==> src/rtl/act_pkg.sv <==
// Shared definitions for the piecewise-linear activation pipeline.
//   act_mode_e     : selects sigmoid or tanh for a transaction
//   act_gen_table  : builds the 9-entry sigmoid breakpoint table at elaboration
//   ACT_ONE        : fixed-point 1.0
//   ACT_SAT_BP     : |u| at or above this clamps to ONE (4.0)
//   act_pay_t      : payload carried through the S1/S2 registers
//   act_out_t      : payload of the output (S3) register
// Payload field widths follow the package defaults below. Any instance of
// act_pwl_pipe must use parameter values that match them.
package act_pkg;

  localparam int unsigned ACT_INT_WIDTH  = 8;
  localparam int unsigned ACT_FRAC_WIDTH = 8;
  localparam int unsigned ACT_WIDTH      = ACT_INT_WIDTH + ACT_FRAC_WIDTH + 1;
  localparam int unsigned ACT_TAG_WIDTH  = 4;
  localparam int unsigned ACT_NSEG       = 8;
  // S1 stores the segment offset f here and S2 replaces it with the slope
  // product p. p < d <= ONE, so FRAC+1 bits hold either value.
  localparam int unsigned ACT_FP_W       = ACT_FRAC_WIDTH + 1;

  localparam logic [ACT_WIDTH-1:0] ACT_ONE    = ACT_WIDTH'(1) << ACT_FRAC_WIDTH;
  localparam logic [ACT_WIDTH-1:0] ACT_SAT_BP = ACT_WIDTH'(4) << ACT_FRAC_WIDTH;

  typedef enum logic {
    ACT_SIGMOID = 1'b0,
    ACT_TANH    = 1'b1
  } act_mode_e;

  typedef logic [ACT_NSEG:0][ACT_WIDTH-1:0] act_tbl_t;

  // e^v by Taylor series. This is only evaluated at elaboration, for |v| <= 4,
  // where 40 terms are far more than enough.
  function automatic real act_exp(input real v);
    real term;
    real sum;
    term = 1.0;
    sum  = 1.0;
    for (int unsigned n = 1; n < 40; n++) begin
      term = term * v / real'(n);
      sum  = sum + term;
    end
    return sum;
  endfunction

  // Y[j] = round(sigmoid(j * 0.5) * 2^frac), j = 0..8
  function automatic act_tbl_t act_gen_table(input int unsigned frac);
    act_tbl_t t;
    real      one;
    real      sig;
    one = 1.0;
    for (int unsigned i = 0; i < frac; i++) begin
      one = one * 2.0;
    end
    for (int unsigned j = 0; j <= ACT_NSEG; j++) begin
      sig  = 1.0 / (1.0 + act_exp(-0.5 * real'(j)));
      t[j] = ACT_WIDTH'($rtoi(sig * one + 0.5));
    end
    return t;
  endfunction

  typedef struct packed {
    logic                     valid;
    act_mode_e                mode;
    logic                     neg;
    logic                     sat;
    logic [2:0]               k;
    logic [ACT_FP_W-1:0]      fp;
    logic [ACT_TAG_WIDTH-1:0] tag;
  } act_pay_t;

  typedef struct packed {
    logic [ACT_WIDTH-1:0]     y;
    logic [ACT_TAG_WIDTH-1:0] tag;
  } act_out_t;

endpackage

==> src/rtl/act_pwl_stage_ctrl.sv <==
// Generic valid/ready register slice. One instance holds one pipeline stage.
//   clk, reset : clock and synchronous active-high reset
//   in_valid   : upstream offers in_data
//   in_ready   : slice accepts this cycle (empty, or its content drains now)
//   in_data    : payload to capture
//   out_valid  : slice holds a payload
//   out_ready  : downstream takes out_data this cycle
//   out_data   : held payload, stable while out_valid && !out_ready
// in_ready depends only on the slice state, out_ready and reset, never on
// in_valid. Payload storage is reset too, so outputs read zero after reset.
module act_pwl_stage_ctrl #(
  parameter type T = logic
) (
  input  logic clk,
  input  logic reset,
  input  logic in_valid,
  output logic in_ready,
  input  T     in_data,
  output logic out_valid,
  input  logic out_ready,
  output T     out_data
);

  logic load;

  assign in_ready = !reset && (!out_valid || out_ready);
  assign load     = in_valid && in_ready;

  always_ff @(posedge clk) begin
    if (reset) begin
      out_valid <= 1'b0;
      out_data  <= '0;
    end else begin
      if (in_ready) begin
        out_valid <= in_valid;
      end
      if (load) begin
        out_data <= in_data;
      end
    end
  end

endmodule

==> src/rtl/act_pwl_pipe.sv <==
// Three-stage, handshaked PWL activation unit (sigmoid / tanh).
//   clk, reset : clock and synchronous active-high reset
//   in_valid   : input sample valid
//   in_ready   : unit can accept a sample this cycle
//   in_x       : signed fixed-point operand (FRAC_WIDTH fractional bits)
//   in_mode    : 0 = sigmoid, 1 = tanh
//   in_tag     : sideband, returned unchanged with the result
//   out_valid  : result valid
//   out_ready  : downstream accepts the result
//   out_y      : signed fixed-point result
//   out_tag    : tag of the result
// S1: prescale and segment select. S2: slope multiply. S3: reconstruct.
// tanh(x) is computed as 2*sigmoid(2x) - 1.
module act_pwl_pipe
  import act_pkg::*;
#(
  parameter int INT_WIDTH  = ACT_INT_WIDTH,
  parameter int FRAC_WIDTH = ACT_FRAC_WIDTH,
  parameter int WIDTH      = INT_WIDTH + FRAC_WIDTH + 1,
  parameter int TAG_WIDTH  = ACT_TAG_WIDTH
) (
  input  logic                    clk,
  input  logic                    reset,
  input  logic                    in_valid,
  output logic                    in_ready,
  input  logic signed [WIDTH-1:0] in_x,
  input  logic                    in_mode,
  input  logic [TAG_WIDTH-1:0]    in_tag,
  output logic                    out_valid,
  input  logic                    out_ready,
  output logic signed [WIDTH-1:0] out_y,
  output logic [TAG_WIDTH-1:0]    out_tag
);

  localparam int unsigned PROD_W = WIDTH + ACT_FP_W;
  localparam logic signed [WIDTH-1:0] XMAX = {1'b0, {(WIDTH-1){1'b1}}};
  localparam logic signed [WIDTH-1:0] XMIN = {1'b1, {(WIDTH-1){1'b0}}};
  localparam act_tbl_t Y = act_gen_table(FRAC_WIDTH);

  act_pay_t s1_d, s1_q, s2_d, s2_q;
  act_out_t s3_d, s3_q;
  logic     s1_vld, s2_vld, s3_vld;
  logic     s2_rdy, s3_rdy;

  // S1: u = x or sat(2x), then magnitude, sign, saturation and segment.
  logic signed [WIDTH-1:0] u1;
  logic [WIDTH-1:0]        a1;

  always_comb begin
    u1 = in_x;
    if (in_mode == ACT_TANH) begin
      // 2x overflows exactly when the top two bits differ
      if (in_x[WIDTH-1] != in_x[WIDTH-2]) begin
        u1 = in_x[WIDTH-1] ? XMIN : XMAX;
      end else begin
        u1 = in_x <<< 1;
      end
    end

    // -XMIN is not representable; its magnitude saturates to XMAX
    if (u1 == XMIN) begin
      a1 = XMAX;
    end else if (u1[WIDTH-1]) begin
      a1 = -u1;
    end else begin
      a1 = u1;
    end

    s1_d       = '0;
    s1_d.valid = 1'b1;
    s1_d.mode  = act_mode_e'(in_mode);
    s1_d.neg   = u1[WIDTH-1];
    s1_d.sat   = (a1 >= ACT_SAT_BP);
    s1_d.k     = a1[FRAC_WIDTH+1 -: 3];
    s1_d.fp    = ACT_FP_W'(a1[FRAC_WIDTH-2:0]);
    s1_d.tag   = in_tag;
  end

  act_pwl_stage_ctrl #(.T(act_pay_t)) u_s1 (
    .clk       (clk),
    .reset     (reset),
    .in_valid  (in_valid),
    .in_ready  (in_ready),
    .in_data   (s1_d),
    .out_valid (s1_vld),
    .out_ready (s2_rdy),
    .out_data  (s1_q)
  );

  // S2: p = ((Y[k+1] - Y[k]) * f) >> (FRAC-1), truncated. f is replaced by p.
  logic [3:0]        k2_lo, k2_hi;
  logic [WIDTH-1:0]  d2;
  logic [PROD_W-1:0] prod2;

  always_comb begin
    k2_lo   = {1'b0, s1_q.k};
    k2_hi   = k2_lo + 4'd1;
    d2      = Y[k2_hi] - Y[k2_lo];
    prod2   = PROD_W'(d2) * PROD_W'(s1_q.fp);
    s2_d    = s1_q;
    s2_d.fp = ACT_FP_W'(prod2 >> (FRAC_WIDTH - 1));
  end

  act_pwl_stage_ctrl #(.T(act_pay_t)) u_s2 (
    .clk       (clk),
    .reset     (reset),
    .in_valid  (s1_vld && s1_q.valid),
    .in_ready  (s2_rdy),
    .in_data   (s2_d),
    .out_valid (s2_vld),
    .out_ready (s3_rdy),
    .out_data  (s2_q)
  );

  // S3: s = sat ? ONE : Y[k] + p; mirror for negative u; tanh maps to 2s - ONE.
  logic [WIDTH-1:0] s3v;

  always_comb begin
    if (s2_q.sat) begin
      s3v = ACT_ONE;
    end else begin
      s3v = Y[{1'b0, s2_q.k}] + WIDTH'(s2_q.fp);
    end
    if (s2_q.neg) begin
      s3v = ACT_ONE - s3v;
    end
    s3_d.y   = (s2_q.mode == ACT_TANH) ? ((s3v << 1) - ACT_ONE) : s3v;
    s3_d.tag = s2_q.tag;
  end

  act_pwl_stage_ctrl #(.T(act_out_t)) u_s3 (
    .clk       (clk),
    .reset     (reset),
    .in_valid  (s2_vld && s2_q.valid),
    .in_ready  (s3_rdy),
    .in_data   (s3_d),
    .out_valid (s3_vld),
    .out_ready (out_ready),
    .out_data  (s3_q)
  );

  // Outputs read zero within the reset cycle itself, not only after it.
  assign out_valid = s3_vld && !reset;
  assign out_y     = reset ? '0 : s3_q.y;
  assign out_tag   = reset ? '0 : s3_q.tag;

endmodule

==> config.mk <==
export PLATFORM = sky130hd
export DESIGN_NAME = act_pwl_pipe
export DESIGN_NICKNAME = d
export VERILOG_FILES = /design/src/rtl/act_pkg.sv /design/src/rtl/act_pwl_stage_ctrl.sv /design/src/rtl/act_pwl_pipe.sv
export SDC_FILE = /design/constraint.sdc
export NUM_CORES = 1
export LEC_CHECK = 0
export BUFFER_PORTS_ARGS = -buffer_cell sky130_fd_sc_hd__buf_4
export CORE_UTILIZATION = 67
export CTS_CLUSTER_DIAMETER = 80
export CTS_CLUSTER_SIZE = 16
export DETAILED_ROUTE_END_ITERATION = 16
export HOLD_SLACK_MARGIN = 0.06
export PLACE_DENSITY = 0.87
export REMOVE_ABC_BUFFERS = 1
export SLEW_MARGIN = 0
export SYNTH_ARGS = -nofsm -noshare
export SYNTH_HDL_FRONTEND = slang
export SYNTH_SLANG_ARGS = --single-unit
==> constraint.sdc <==
create_clock -name clk -period 21.4 [get_ports clk]
set_clock_uncertainty 0.15 [all_clocks]
set_input_delay 4.28 -clock clk [delete_from_list [all_inputs] [get_ports clk]]
set_output_delay 4.28 -clock clk [all_outputs]
set_load 0.03 [all_outputs]
==> metrics.txt, run 1 <==
cell with the most instances after synthesis nand2_1; PwrDens 156.9 nW/µm²; Crit path buffers/inverters 2; Min Hold Slack 0.3067 ns; crit start category primary input; CTS sink count 76; VDD IR max 158.1 µV; starting DRC count in detailed routing 361; Final ANT Viol Nets 0; via count 6337; TritonCTS clock tree done; GPL Wtd Cong 0.8828; Final HPWL DP 12550 µm; Critical Path RT 16.97 ns; Hold Path Cell Cnt 2; post-cts resize count 0; flop-to-flop setup slack 12.96 ns; Async S/R FF share, synth 0%; cell with the most instances on the worst path buf_4; Cell variety after synth 75; GR Util All Layers 30.82%; grt total ovfl 0; top_reg_cell synth dfxtp_1; Max Freq 104.8 MHz; Synth warnings 0; worst-margin pin slew 1.168 ns; Fin Setup TNS 0 ns; Core Util, Final 75.62%; Period minus WS final 9.541 ns; total CTS buffers 9; Area Growth Syn to Fin 8.143%; num ports 49; Initial Util 69.92%; leading post-synthesis cells by cell area dfxtp_1, fa_1, ha_1, a21oi_1, nand2_1; Top Family by Delay on Critical Path simple AND/OR/NAND/NOR gates; sequential share of the synthesized area 20.89%; PortBufs 48; slew margin rel. 20.10%; full die area 11290 µm²; vias per cell 5.990; Data arrival, critical path 5.11 ns; register bit total from synthesis 76; crit-path max FO 6; Die X 106.3 µm; Leak 3.511 nW; r2r startpoint u_s1.out_data[13]; fill cell count 750; Hold Vio Cnt, Final 0; FP Rows 37; Crit path largest cell delay 0.34 ns; FF-to-FF path depth 28; EDFF count, synth 0; share of layout cells above drive strength 1 10.63%; DRT Pass-1 Iters 5; CTS Root Cell clkbuf_8; share of the synthesized area in the top cell type 20.89%; top post-synthesis cells by count nand2_1, inv_1, a21oi_1; final WL 16450 µm; first-pass GRT wire length 28210 µm; Post-CTS Setup Bufs 0; Worst-path clk slew 0.10 ns; crit path capture type output port; WL/cell 15.55 µm; Antenna diodes 0; largest net degree at the start of global routing 52; final period utilization 44.58%; DIE HEIGHT 106.3 µm; Synth area leader dfxtp_1; Hold Crit Class reg -> reg; number of global-route vias before repair 6384; core area 10420 µm²; Final Max Tran Viols 0; WHS Endpoint u_s2.out_valid; cts hold-fix bufs 0; Max clock buf depth 2; max-cap viol count 0; status finished clean; worst setup path class in -> out; Avg Cell Area, Syn 8.129 µm²; Post-Synthesis Cells 896; Net count, final 1048; min-delay src u_s1.out_data[19]; DRC viols 0; initial antenna violation count 0; crit path cell chain buf_4 -> nor2b_1 -> a31oi_1 -> buf_4; FF-to-FF End u_s2.out_data[12]; H-tree depth 3; Clock Latency Late Sink 0.36 ns; Worst path slowest cell nor2b_1; Mapped Area 7283 µm²; RSZ-0062 raised after global routing no; final setup fails 0
tightest hold or removal path, stage by stage (launching register included):
cell and delay, ns:
dfxtp_1 0.32, nand2_1 0.05, a21oi_1 0.05
how the worst max path moves through the flow:
stage | start | end | cells past startpoint
floorplan | out_ready | in_ready | 2
global placement | out_ready | in_ready | 4
detailed placement | out_ready | in_ready | 4
CTS | out_ready | in_ready | 4
global route | out_ready | in_ready | 4
finish | out_ready | in_ready | 4
power breakdown:
group	switching (mW)	total, mW	internal (mW)
combinational	0.543	0.947	0.404
sequential	0.0158	0.169	0.154
clock	0.0629	0.120	0.0571
total	0.621	1.24	0.615
cell type report:
type	count	area [µm²]	area share, %
clock buffer	9	123.9	1.573
clock inverter	7	93.84	1.191
inverter	91	341.6	4.337
multi-input combinational	690	5258	66.75
sequential	76	1521	19.32
tap	136	170.2	2.160
timing repair buffer	49	367.9	4.670
cells in the final DEF (no fill, tap or decap), drive strengths merged, types with 6 or more instances in the layout:
cell type and instances:
xor2 15, nand3 13, a31oi 13, a21oi 81
nor3 16, dfxtp 76, inv 93, or2 10
a211oi 9, o211ai 8, o21ai 32, a211o 6
clkbuf 9, nand2b 11, nor2b 34, nor2 56
nand2 95, fa 54, xnor2 24, ha 51
mux2i 8, buf 49, o31ai 11, o22ai 7
and2 44, mux2 10, nor3b 7, a21o 8
o21bai 6
per-layer routing:
layer | up-vias | share of wire [%] | routed length, µm | track usage, %
met5 | - | 0 | 0 | 0
met1 | 3021 | 43 | 7086 | 38.41
li1 | 3082 | - | - | -
met4 | 0 | 1.7 | 274 | 9.722
met2 | 210 | 50 | 8215 | 54.41
met3 | 24 | 5.3 | 873 | 4.782
cell families after synthesis:
logic type | Yosys count | synth area share [%]
adder cells (fa/ha/maj) | 105 | 23.60
multiplexers | 18 | 2.646
buffers and inverters | 130 | 6.923
XOR/XNOR | 40 | 4.999
AND/OR/NAND/NOR | 320 | 22.69
flip-flops | 76 | 20.89
AO/OA/AOI/OAI | 207 | 18.24
stage by stage:
step | cell area, µm² | total power, mW | std cells | setup slack (ns)
3_5_place_dp | 7659 | 1.105 | 1042 | 11.90
6_report | 7876 | 1.236 | 1058 | 11.86
5_1_grt | 7876 | 1.373 | 1058 | 11.80
3_3_place_gp | 7659 | 1.043 | 1042 | 11.91
2_1_floorplan | 7121 | 0.9023 | 857 | 12.01
4_1_cts | 7876 | 1.235 | 1058 | 11.87
Note: power is estimated with default switching activity, not from simulation.
==> run 2: changes to the inputs <==
ABC_AREA = 1   (was default)
CORE_UTILIZATION = 63   (was 67)
PLACE_DENSITY = 0.82   (was 0.87)
clock period = 9.3 ns   (was 21.4 ns; I/O delays follow)
==> run 2 against run 1 <==
Setup slack got worse by 9.3 ns. Combinational power increased by 100%. Via count increased by 5.8%. Global-route usage decreased by 3.7 points. Die area increased by 8.1%.
==> metrics.txt, run 2 <==
grt total ovfl 0 (unchanged); Cell variety after synth 50 (was 75); Area Growth Syn to Fin 9.769% (was 8.143%); Mapped Area 7416 µm² (was 7283 µm²); Hold Path Cell Cnt 2 (unchanged); Post-Synthesis Cells 1097 (was 896); Max clock buf depth 2 (unchanged); Final HPWL DP 12710 µm (was 12550 µm); r2r startpoint u_s1.out_data[13] (unchanged); FF-to-FF path depth 32 (was 28); non-filler instance count after layout 1280 (was 1058); Synth Area in Compound Gates 13.62% (was 18.24%); cell area after layout 8140 µm² (was 7876 µm²); Period minus WS final 6.717 ns; H-tree depth 3 (unchanged); adder-cell area share of the yosys netlist 23.18% (was 23.60%); Max Freq 148.9 MHz; Data arrival, critical path 6.80 ns (was 5.11 ns); Final Max Tran Viols 0 (unchanged); PwrDens 324.5 nW/µm² (was 156.9 nW/µm²); WHS Endpoint u_s3.out_data[2] (was u_s2.out_valid); met3 usage 4.281% (was 4.782%); Fin Setup TNS 0 ns (unchanged); Psw 1.376 mW (was 0.6212 mW); vias per cell 5.239 (was 5.990); cell with the most instances after synthesis inv_1 (was nand2_1); P_int 1.265 mW (was 0.6147 mW); cell with the most instances on the worst path inv_1 (was buf_4); worst setup path class reg -> reg (was in -> out); EDFF count, synth 0 (unchanged); CTS sink count 76 (unchanged); Net count, final 1263 (was 1048); Min Hold Slack 0.3076 ns (was 0.3067 ns); Hold Crit Class reg -> reg (unchanged); first-pass GRT wire length 27810 µm (was 28210 µm); TritonCTS clock tree done (unchanged); Crit path largest cell delay 0.64 ns (was 0.34 ns); Post-Synth XOR/XNOR Area 3.071% (was 4.999%); GRT busiest layer met2 (unchanged); Synth area leader dfxtp_1 (unchanged); largest net degree at the start of global routing 44 (was 52); Place WS 2.593 ns (was 11.90 ns); status finished clean (unchanged); Synth warnings 0 (unchanged); crit start category register (was primary input); share of the synthesized area in the top cell type 20.52% (was 20.89%); core area 11470 µm² (was 10420 µm²); min-delay src u_s3.out_data[2] (was u_s1.out_data[19]); number of global-route vias before repair 6423 (was 6384); cts hold-fix bufs 0 (unchanged); Leak 4.271 nW (was 3.511 nW); num ports 49 (unchanged); top post-synthesis cells by count inv_1, nand2_1, nor2_1 (was nand2_1, inv_1, a21oi_1); Hold Vio Cnt, Final 0 (unchanged); total power 2.642 mW (was 1.236 mW); final worst slack 2.583 ns (was 11.86 ns); slew margin rel. 43.85% (was 20.10%); switching share of power 52.10% (was 50.26%); global-route met1 utilization 34.48% (was 38.41%); clock group share of total power 13.0% (was 9.7%); share of layout cells above drive strength 1 8.707% (was 10.63%); flop-to-flop setup slack 2.58 ns (was 12.96 ns); PortBufs 48 (unchanged); worst-margin pin slew 0.8413 ns (was 1.168 ns); FP Rows 39 (was 37); GPL Wtd Cong 0.8998 (was 0.8828); CTS Root Cell clkbuf_16 (was clkbuf_8); top_reg_cell synth dfxtp_1 (unchanged); max-cap viol count 0 (unchanged); Async S/R FF share, synth 0% (unchanged); RSZ-0062 raised after global routing no (unchanged); leading post-synthesis cells by cell area dfxtp_1, fa_1, inv_1, nand2_1, ha_1 (was dfxtp_1, fa_1, ha_1, a21oi_1, nand2_1); Synth Area in Simple Gates 26.29% (was 22.69%); # placed instances 1264 (was 1042); crit-path max FO 7 (was 6); commonest cells after routing, fill and taps aside inv_1, nand2_1, nor2_1 (was nand2_1, inv_1, a21oi_1); initial antenna violation count 0 (unchanged); post-cts resize count 0 (unchanged); GR Util All Layers 27.15% (was 30.82%); Die X 110.5 µm (was 106.3 µm); Critical Path RT 9.38 ns (was 16.97 ns); DRT Pass-1 Iters 5 (unchanged); sequential share of power 13.8% (was 13.7%); Initial Util 64.67% (was 69.92%); sequential share of the synthesized area 20.52% (was 20.89%); via count 6706 (was 6337); met2 Resource Use GR 48.20% (was 54.41%); dpl cell area 7846 µm² (was 7659 µm²); Clock Latency Late Sink 0.33 ns (was 0.36 ns); total CTS buffers 9 (unchanged); Worst path slowest cell fa_1 (was nor2b_1); starting DRC count in detailed routing 394 (was 361); final period utilization 72.23%; crit path capture type register (was output port); mux contribution to synthesized area 0% (was 2.646%); DRC viols 0 (unchanged); FF-to-FF End u_s2.out_data[12] (unchanged); Avg Cell Area, Syn 6.760 µm² (was 8.129 µm²); Worst-path clk slew 0.06 ns (was 0.10 ns); WL/cell 12.36 µm (was 15.55 µm); DIE HEIGHT 110.5 µm (was 106.3 µm); Antenna diodes 0 (unchanged); Final ANT Viol Nets 0 (unchanged); final WL 15820 µm (was 16450 µm); Comb pwr share 73.2% (was 76.6%); Core Util, Final 70.99% (was 75.62%); VDD IR max 209.0 µV (was 158.1 µV); register bit total from synthesis 76 (unchanged); final setup fails 0 (unchanged); Post-CTS Setup Bufs 0 (unchanged); most common cell after layout, fill and taps aside inv_1 (was nand2_1); full die area 12210 µm² (was 11290 µm²); largest family of logic cells by synthesized area simple AND/OR/NAND/NOR gates (was adder cells)
run 2: critical path: cells and delay by family, from the launching register on:
family | cells | cell delay, ns
AOI/OAI and AO/OA | 6 | 0.84
adders and majority gates | 9 | 3.87
buffers and inverters | 7 | 0.43
DFF | 1 | 0.43
and+or+nand+nor | 10 | 0.90
run 2: cells by family (layout without fill, tap and decap cells):
logic type	after synthesis	in the layout
compound gates	171	171
simple gates	462	462
fa+ha+maj	105	105
flops	76	76
xor+xnor	26	26
buf+inv	257	297
run 2: layout make-up:
type                            instances  area (µm²)
Tap cell                              143       178.9
Clock inverter                          6       65.06
Timing Repair Buffer                   49       367.9
Inverter                              232       872.1
Fill cell                             984        3327
Sequential cell                        76        1521
Multi-Input combinational cell        764        4906
Clock buffer                           10       229.0
run 2: worst max-delay path by stage:
stage / cells after the start / to / slack (ns) / startpoint
detailed placement: 31 / u_s2.out_data[9] / 2.59 / u_s1.out_data[13]
global placement: 31 / u_s2.out_data[9] / 2.74 / u_s1.out_data[13]
finish: 32 / u_s2.out_data[12] / 2.58 / u_s1.out_data[13]
CTS: 31 / u_s2.out_data[9] / 2.58 / u_s1.out_data[13]
global route: 32 / u_s2.out_data[12] / 2.02 / u_s1.out_data[14]
floorplan: 31 / u_s2.out_data[9] / 3.02 / u_s1.out_data[13]
run 2: power by group through the flow:
stage / clock network [mW] / registers [mW] / logic, mW
finish: 0.343 / 0.366 / 1.93
global route: 0.362 / 0.368 / 2.22
CTS: 0.348 / 0.365 / 1.93
detailed placement: 0 / 0.372 / 1.92
global placement: 0 / 0.371 / 1.87
floorplan: 0 / 0.365 / 1.52
run 2: layer usage:
metal	wire (µm)	vias to the layer above	share of wire (%)
li1	-	3461	-
met1	7186	3054	45
met2	7665	158	48
met3	705	33	4.5
met4	259	0	1.6
met5	0	-	0
